[config.mk]
export PLATFORM = sky130hd
export DESIGN_NAME = somador_sequencial
export DESIGN_NICKNAME = d
export VERILOG_FILES = /design/src/rtl/somador_sequencial_pkg.sv /design/src/rtl/somador_sequencial_bloco.sv /design/src/rtl/somador_sequencial.sv
export SDC_FILE = /design/constraint.sdc
export NUM_CORES = 1
export LEC_CHECK = 0
export ABC_AREA = 1
export CORE_MARGIN = 2
export CORE_UTILIZATION = 45
export DETAILED_ROUTE_END_ITERATION = 12
export PLACE_DENSITY_LB_ADDON = 0.08
export SYNTH_ARGS = -nofsm -noshare
export SYNTH_HDL_FRONTEND = slang
export SYNTH_SLANG_ARGS = --single-unit
[constraint.sdc]
create_clock -name clock -period 8.4 [get_ports clock]
set_input_delay 0.84 -clock clock [delete_from_list [all_inputs] [get_ports clock]]
set_output_delay 0.84 -clock clock [all_outputs]
set_load 0.005 [all_outputs]
[src/rtl/somador_sequencial_pkg.sv]
// Shared definitions for the multi-cycle adder/subtractor: FSM encoding and
// chunk-count helpers derived from the operand width N and chunk width K.
package somador_sequencial_pkg;

  typedef enum logic [1:0] {
    OCIOSO = 2'd0,
    SOMA   = 2'd1,
    FIM    = 2'd2
  } estado_t;

  localparam int N_PADRAO = 16;
  localparam int K_PADRAO = 4;

  function automatic int num_blocos(input int n, input int k);
    return n / k;
  endfunction

  // Index register is never narrower than one bit, even for a single chunk.
  function automatic int largura_idx(input int n, input int k);
    int nb;
    nb = n / k;
    return (nb > 1) ? $clog2(nb) : 1;
  endfunction

endpackage

[src/rtl/somador_sequencial_bloco.sv]
// Combinational K-bit ripple adder built from one-bit full-adder cells; also
// exposes the carry into its MSB so the caller can derive signed overflow.
module somador_completo (
  input  logic a,
  input  logic b,
  input  logic cin,
  output logic sum,
  output logic cout
);

  assign sum  = a ^ b ^ cin;
  assign cout = (a & b) | (cin & (a ^ b));

endmodule

module somador_bloco #(
  parameter int K = 4
) (
  input  logic [K-1:0] a,
  input  logic [K-1:0] b,
  input  logic         cin,
  output logic [K-1:0] sum,
  output logic         cout,
  output logic         carry_msb
);

  logic [K:0] carry;

  assign carry[0] = cin;

  for (genvar gi = 0; gi < K; gi++) begin : g_fa
    somador_completo u_fa (
      .a    (a[gi]),
      .b    (b[gi]),
      .cin  (carry[gi]),
      .sum  (sum[gi]),
      .cout (carry[gi+1])
    );
  end

  assign cout      = carry[K];
  assign carry_msb = carry[K-1];

endmodule

[src/rtl/somador_sequencial.sv]
// Multi-cycle N-bit adder/subtractor: one K-bit chunk per clock through a single
// shared ripple block, with an iniciar/fim handshake and registered results.
module somador_sequencial
  import somador_sequencial_pkg::*;
#(
  parameter int N = N_PADRAO,
  parameter int K = K_PADRAO
) (
  input  logic         clock,
  input  logic         reset_n,
  input  logic         iniciar,
  input  logic         sub,
  input  logic [N-1:0] a,
  input  logic [N-1:0] b,
  input  logic         cin,
  output logic         ocupado,
  output logic         fim,
  output logic [N-1:0] sum,
  output logic         cout,
  output logic         overflow
);

  localparam int NB = num_blocos(N, K);
  localparam int IW = largura_idx(N, K);

  if ((N % K) != 0 || N <= 0) begin : g_chk_largura
    $fatal(1, "somador_sequencial: N (%0d) must be a positive multiple of K (%0d)", N, K);
  end

  estado_t        estado_reg, estado_next;
  logic [IW-1:0]  idx_reg, idx_next;
  logic           carry_reg, carry_next;
  logic [N-1:0]   a_reg, a_next;
  logic [N-1:0]   b_reg, b_next;
  logic [N-1:0]   acc_reg, acc_next;
  logic [N-1:0]   sum_reg, sum_next;
  logic           cout_reg, cout_next;
  logic           ovf_reg, ovf_next;

  logic [K-1:0]   blk_a, blk_b, blk_sum;
  logic           blk_cout, blk_cmsb;
  logic           ultimo_bloco;

  assign blk_a        = a_reg[idx_reg*K +: K];
  assign blk_b        = b_reg[idx_reg*K +: K];
  assign ultimo_bloco = (idx_reg == IW'(NB - 1));

  somador_bloco #(.K(K)) u_bloco (
    .a         (blk_a),
    .b         (blk_b),
    .cin       (carry_reg),
    .sum       (blk_sum),
    .cout      (blk_cout),
    .carry_msb (blk_cmsb)
  );

  always_ff @(posedge clock or negedge reset_n) begin
    if (!reset_n) begin
      estado_reg <= OCIOSO;
      idx_reg    <= '0;
      carry_reg  <= 1'b0;
      a_reg      <= '0;
      b_reg      <= '0;
      acc_reg    <= '0;
      sum_reg    <= '0;
      cout_reg   <= 1'b0;
      ovf_reg    <= 1'b0;
    end else begin
      estado_reg <= estado_next;
      idx_reg    <= idx_next;
      carry_reg  <= carry_next;
      a_reg      <= a_next;
      b_reg      <= b_next;
      acc_reg    <= acc_next;
      sum_reg    <= sum_next;
      cout_reg   <= cout_next;
      ovf_reg    <= ovf_next;
    end
  end

  always_comb begin
    estado_next = estado_reg;
    idx_next    = idx_reg;
    carry_next  = carry_reg;
    a_next      = a_reg;
    b_next      = b_reg;
    acc_next    = acc_reg;
    sum_next    = sum_reg;
    cout_next   = cout_reg;
    ovf_next    = ovf_reg;

    case (estado_reg)
      OCIOSO: begin
        // Subtraction is folded into the operands: a + ~b + ~borrow.
        if (iniciar) begin
          a_next      = a;
          b_next      = sub ? ~b : b;
          carry_next  = sub ? ~cin : cin;
          idx_next    = '0;
          estado_next = SOMA;
        end
      end
      SOMA: begin
        acc_next[idx_reg*K +: K] = blk_sum;
        carry_next               = blk_cout;
        idx_next                 = idx_reg + 1'b1;
        if (ultimo_bloco) begin
          sum_next    = acc_next;
          cout_next   = blk_cout;
          ovf_next    = blk_cmsb ^ blk_cout;
          estado_next = FIM;
        end
      end
      FIM: begin
        estado_next = OCIOSO;
      end
      default: begin
        estado_next = OCIOSO;
      end
    endcase
  end

  assign ocupado  = (estado_reg != OCIOSO);
  assign fim      = (estado_reg == FIM);
  assign sum      = sum_reg;
  assign cout     = cout_reg;
  assign overflow = ovf_reg;

endmodule

**Word level (Yosys, flattened, before mapping)**

Index checks and enable logic that the tools add are counted.

- $add $sub $neg: 2
- Equality and inequality tests: 5
- Shifts and indexed selects: 4
- Muxes and demuxes: 10
- Bitwise gates (word level): 23
- Reductions and logical operators: 7

Operator list:

| cell | count |
|---|---|
| $neg 4->34 | 1 |
| $shift 4x34->16 const A | 1 |
| $shiftx 4x34->16 | 1 |
| $shiftx 16x5->4 | 2 |
| $bwmux 16 | 1 |
| $mux 16 | 1 |
| $not 16->16 | 1 |
| $xor 1x1->1 | 9 |
| $and 1x1->1 | 8 |
| $pmux 2 s2 | 2 |
| $reduce_and 2->1 | 4 |
| $mux 2 | 3 |
| $eq 2x2->1 const B | 2 |
| $ne 2x2->1 const B | 2 |
| $or 1x1->1 | 4 |
| $reduce_bool 2->1 | 2 |
| $add 2x1->2 const B | 1 |
| $eq 2x1->1 const B | 1 |
| $logic_not 2->1 | 1 |
| $mux 1 | 2 |
| $pmux 1 s2 | 1 |
| $not 1->1 | 1 |

- Register bits: 71
- Input port bits: 37
- Word-level logic and storage cells: 60

**Depth between registers and ports, before layout**

- Depth in word-level cells: 11
- Gate-level depth with buffers: 19
- Mapped depth without buffers: 17

**By module**

A second synthesis with hierarchy kept.

- Cells, all modules: 407
- Area, all modules: 3,303.2 um2

Modules (own cells, without submodules):

| module | instances | cells an instance | area an instance (um2) |
|---|---|---|---|
| somador_sequencial | 1 | 403 | 3,223.1 |
| somador_completo | 4 | 1 | 20.0 |

**Worst setup path before layout**

No wires, ideal clock.

- Path type: register to register
- Start: reg idx_reg[0]
- End: reg acc_reg[3]
- Library setup time: 117 ps
- Arrival time: 2,893 ps
- Data required time: 8,283 ps
- Setup slack: 5,391 ps
- Stages on the path, launching flop included: 20
- Buffers on the path: 2
- Period minus slack after synthesis: 3,009 ps
- Cell sequence: dfrtp_1 -> buf_4 -> clkinv_1 -> buf_2 -> nand2_1 -> nand3_1 -> nand2_1 -> fa_1 -> inv_1 -> fa_1 -> inv_1 -> fa_1 -> inv_1 -> fa_1 -> nand2_1 -> inv_1 -> nand3_1 -> nand2_1 -> nand2_1 -> nand2_1

- Cells in the longest elaborated chain, start to end: 11
- Elaborated cells on any way between the ends: 23
- Those cells by class: add/sub: 1; shift: 4; mux: 1; bitwise: 17

RTL lines:

| item | line | RTL |
|---|---|---|
| from (decl) | somador_sequencial.sv:31 | `logic [IW-1:0] idx_reg, idx_next;` |
| from (signal assigned) | somador_sequencial.sv:70 | `idx_reg <= idx_next;` |
| $shiftx 16x5->4, on equally long branches | somador_sequencial.sv:44, somador_sequencial.sv:45 |  |
| $xor 1x1->1 | somador_sequencial_bloco.sv:11, somador_sequencial_bloco.sv:12 |  |
| $and 1x1->1 | somador_sequencial_bloco.sv:12 | `assign cout = (a & b) \| (cin & (a ^ b));` |
| $or 1x1->1 | somador_sequencial_bloco.sv:12 |  |
| $and 1x1->1 | somador_sequencial_bloco.sv:12 |  |
| $or 1x1->1 | somador_sequencial_bloco.sv:12 |  |
| $and 1x1->1 | somador_sequencial_bloco.sv:12 |  |
| $or 1x1->1 | somador_sequencial_bloco.sv:12 |  |
| $xor 1x1->1 | somador_sequencial_bloco.sv:11 | `assign sum = a ^ b ^ cin;` |
| $shiftx 4x34->16 | somador_sequencial.sv:104 | `acc_next[idx_reg*K +: K] = blk_sum;` |
| $bwmux 16 (*) | somador_sequencial.sv:104 |  |
| to (signal assigned) | somador_sequencial.sv:74 | `acc_reg <= acc_next;` |
| to (decl) | somador_sequencial.sv:35 | `logic [N-1:0] acc_reg, acc_next;` |

Mark *: on every way between the ends. The rest lies on a longest branch, timed or not.
A chain may end at the register's enable or synchronous reset.

**Worst setup path after layout**

- Start: reg idx_reg[0]
- End: reg sum_reg[15], in the netlist sum[15]

- Cells in the longest elaborated chain, start to end: 11
- Elaborated cells on any way between the ends: 25
- Those cells by class: add/sub: 1; eq/ne: 1; shift: 4; mux: 1; bitwise: 17; reduce/logical: 1

RTL lines:

| item | line | RTL |
|---|---|---|
| $shiftx 16x5->4, on equally long branches | somador_sequencial.sv:44, somador_sequencial.sv:45 |  |
| $xor 1x1->1 | somador_sequencial_bloco.sv:11, somador_sequencial_bloco.sv:12 |  |
| $and 1x1->1 | somador_sequencial_bloco.sv:12 |  |
| $or 1x1->1 | somador_sequencial_bloco.sv:12 |  |
| $and 1x1->1 | somador_sequencial_bloco.sv:12 |  |
| $or 1x1->1 | somador_sequencial_bloco.sv:12 |  |
| $and 1x1->1 | somador_sequencial_bloco.sv:12 |  |
| $or 1x1->1 | somador_sequencial_bloco.sv:12 |  |
| $xor 1x1->1 | somador_sequencial_bloco.sv:11 |  |
| $shiftx 4x34->16 | somador_sequencial.sv:104 |  |
| $bwmux 16 | somador_sequencial.sv:104 |  |
| to (signal assigned) | somador_sequencial.sv:75 | `sum_reg <= sum_next;` |
| to (decl) | somador_sequencial.sv:36 | `logic [N-1:0] sum_reg, sum_next;` |

Several ways; a longest one is shown, not always the timed one.

==> summary.md <==
| Metric | Value |
|---|---|
| Status | `completed` |
| Hold buffers post-CTS | `0` |
| Routed via count | `2868` |
| Gr usage total | `0.189` |
| Layout Utilization | `0.556` |
| Hpwl dp | `roughly 5200 um` |
| Fillcell total | `between 700 and 800` |
| CTS tree | `built` |
| Syn_area_per_cell | `8.04 sq um` |
| Final nets | `roughly 540` |
| CTS Sinks | `a little over 70` |
| Final setup viols | `0` |
| CTS H-tree depth | `3` |
| Max Buffers Root-to-Sink | `2` |
| Fmax | `~250 MHz` |
| CP startpoint kind | `flop` |
| Die H | `around 93 um` |
| Largest net degree at the start of global routing | `72` |
| Dominant cells by area after synthesis | `dfrtp_1, nand2_1, o21ai_0` |
| Clock Skews | `about 0.0057 ns` |
| Worst Tran Pin Value | `0.890 ns` |
| Synthesized Nets | `492` |
| Worst Hold Class | `reg2reg` |
| P_int | `887 uW` |
| Syn Std Cell Area | `between 3000 and 4000 sq um` |
| Drt drc | `0` |
| Area growth, synth to finish | `20.0%` |
| Sw Share | `0.427` |
| DP Cell Count | `approximately 590` |
| Die X | `93.2 um` |
| Non-filler instance count after layout | `between 500 and 600` |
| Crit path DAT | `roughly 4.2 ns` |
| Comb pwr share | `0.478` |
| Wire length per cell | `between 10 and 15 um` |
| VDD IR-drop max | `~140 uV` |
| Root Driver | `clkbuf_8` |
| Unique masters post-synth | `22` |
| Number of port buffers | `56` |
| Worst skew pair latency | `0.34 ns` |
| # rows | `32` |
| Drt via density | `between 4 and 5` |
| Total power per unit cell area | `361 nW/um^2` |
| Kind of critical path | `reg2reg` |
| Ant diodes | `0` |
| Reg power frac | `0.377` |
| Max Fanout on Critical Path | `30` |
| Die area | `8680 sq um` |
| Post-CTS Resized | `0` |
| Largest area contributor in the netlist | `dfrtp_1` |
| Tcrit/Tclk final | `0.469` |
| Required @ worst endpoint | `8.68 ns` |
| Final Max Tran Viols | `0` |
| Placed Area | `4140 sq um` |
| Sequential element share of the synthesized area | `0.497` |
| GPL Wtd Cong | `roughly 0.85` |
| IO Pins | `57` |
| Starting Density | `0.463` |
| First-pass GRT wire length | `12800 um` |
| Clk pwr share | `0.146` |
| Setup Fix Bufs, Post-CTS | `0` |
| Max-cap violations | `0` |
| Yosys reg bits | `71` |
| Layout cell share with drive strength beyond 1 | `0.0443` |
| Synth Instances | `roughly 450` |
| Max-slew headroom | `0.405` |
| CP endpoint kind | `flop` |
| Clock Pin Slew Worst Setup and Hold Paths | `roughly 0.07 ns` |
| Initial antenna violation count | `0` |
| Grt total ovfl | `0` |
| Yosys top cell area share | `0.497` |
| Min Tclk post-route | `3.94 ns` |
| CTS Buf Count | `9` |
| RSZ-0062 raised after global routing | `no` |
| Final ANT Viol Nets | `0` |
| DRT Wirelength | `7460 um` |
| Number of global-route vias before repair | `about 2800` |
| Final Hold Vio Count | `0` |
| Final TNS setup | `0 ns` |
| LEAKAGE | `2.18 nW` |
| Syn. warnings | `0` |
| Final instance area | `roughly 4300 sq um` |
| Initial DRC count | `between 100 and 150` |
| Switching power | `661 uW` |
| Core area | `just under 8000 sq um` |
| DR pass1 iterations | `4` |
per-stage QoR:
step / hold slack, ns / setup slack (ns) / total power, mW
6_report: 0.478 / 4.46 / 1.55
5_1_grt: 0.500 / 3.97 / 1.70
4_1_cts: 0.484 / 4.47 / 1.57
3_5_place_dp: 0.465 / 4.49 / 1.34
3_3_place_gp: 0.461 / 4.60 / 1.32
2_1_floorplan: 0.444 / 5.39 / 1.10
power by group through the flow:
| stage | sequential, mW | combinational (mW) | clock (mW) |
|---|---|---|---|
| 6_report | 0.583 | 0.739 | 0.225 |
| 5_1_grt | 0.601 | 0.849 | 0.248 |
| 3_3_place_gp | 0.589 | 0.735 | 0 |
| 4_1_cts | 0.584 | 0.750 | 0.234 |
| 2_1_floorplan | 0.548 | 0.551 | 0 |
| 3_5_place_dp | 0.589 | 0.748 | 0 |
cells in the final DEF (no fill, tap or decap), types with 6 or more instances in the layout:
master / n
clkdlybuf4s50_1: 55
o21ai_0: 29
nand3_1: 23
xnor2_1: 16
inv_1: 19
nand2_1: 215
ha_1: 6
nor2_1: 22
o21bai_1: 6
clkbuf_8: 10
dfrtp_1: 71
layer usage:
| metal | up-vias | part of all wire | track usage |
|---|---|---|---|
| li1 | 1468 | - | - |
| met1 | 1332 | 0.46 | 0.244 |
| met2 | 57 | 0.48 | 0.313 |
| met3 | 11 | 0.034 | 0.0363 |
| met4 | 0 | 0.016 | 0.0760 |
| met5 | - | 0 | 0 |
path summary, 6_finish.rpt:
path	start	endpoint	slack (ns)	cells after the start
setup / recovery	idx_reg[0]$_DFFE_PN0P_	sum[15]$_DFFE_PN0P_	4.46	15
hold / removal	sum[9]$_DFFE_PN0P_	sum[9]$_DFFE_PN0P_	0.48	2
setup reg to reg	idx_reg[0]$_DFFE_PN0P_	sum[15]$_DFFE_PN0P_	4.46	15
hold reg to reg	sum[9]$_DFFE_PN0P_	sum[9]$_DFFE_PN0P_	0.48	2
max in group asynchronous	reset_n	a_reg[10]$_DFFE_PN0P_	7.11	2
min in group asynchronous	reset_n	acc_reg[1]$_DFFE_PN0P_	0.69	2
worst max-delay path: stages, from the launching register on:
cell and delay, ns:
dfrtp_1 0.90, clkinv_1 0.69, nand2_1 0.19, nand3_1 0.09, nand2_1 0.10, fa_1 0.16, inv_1 0.05, fa_1 0.35
inv_1 0.07, fa_1 0.20, inv_1 0.06, fa_1 0.53, nand3_1 0.12, o21bai_1 0.23, nand2_1 0.09, nand2_1 0.07
cells by family after synthesis:
| logic type | count (synthesis) | synth area share |
|---|---|---|
| adder cells (fa/ha/maj) | 10 | 0.0434 |
| AND/OR/NAND/NOR | 263 | 0.292 |
| XOR/XNOR | 18 | 0.0441 |
| AO/OA/AOI/OAI | 39 | 0.0602 |
| buffers and inverters | 44 | 0.0633 |
| flip-flops | 71 | 0.497 |
cells in the mapped netlist:
library cell / instances
nand2_4: 1
nor2_8: 1
inv_1: 19
buf_2: 8
buf_6: 4
o21bai_1: 6
fa_1: 4
nand3_1: 23
inv_4: 1
buf_4: 5
clkbuf_1: 1
o22ai_1: 4
o21ai_0: 29
ha_1: 6
xnor2_1: 16
clkinv_1: 2
nor2_1: 22
dfrtp_1: 71
inv_2: 4
xor2_1: 2
nand3_2: 1
nand2_1: 215
area by class of cell:
type / instances / area, sq um / share of cell area
flip-flops and latches: 71 / 1780 / 0.414
clock buffers: 11 / 141 / 0.0329
repair buffers: 57 / 563 / 0.131
inverters: 26 / 100 / 0.0233
well taps: 102 / 128 / 0.0297
multi-input cells: 330 / 1570 / 0.367
clock inverters: 2 / 10.0 / 0.00233
(Power assumes the default switching activity.)
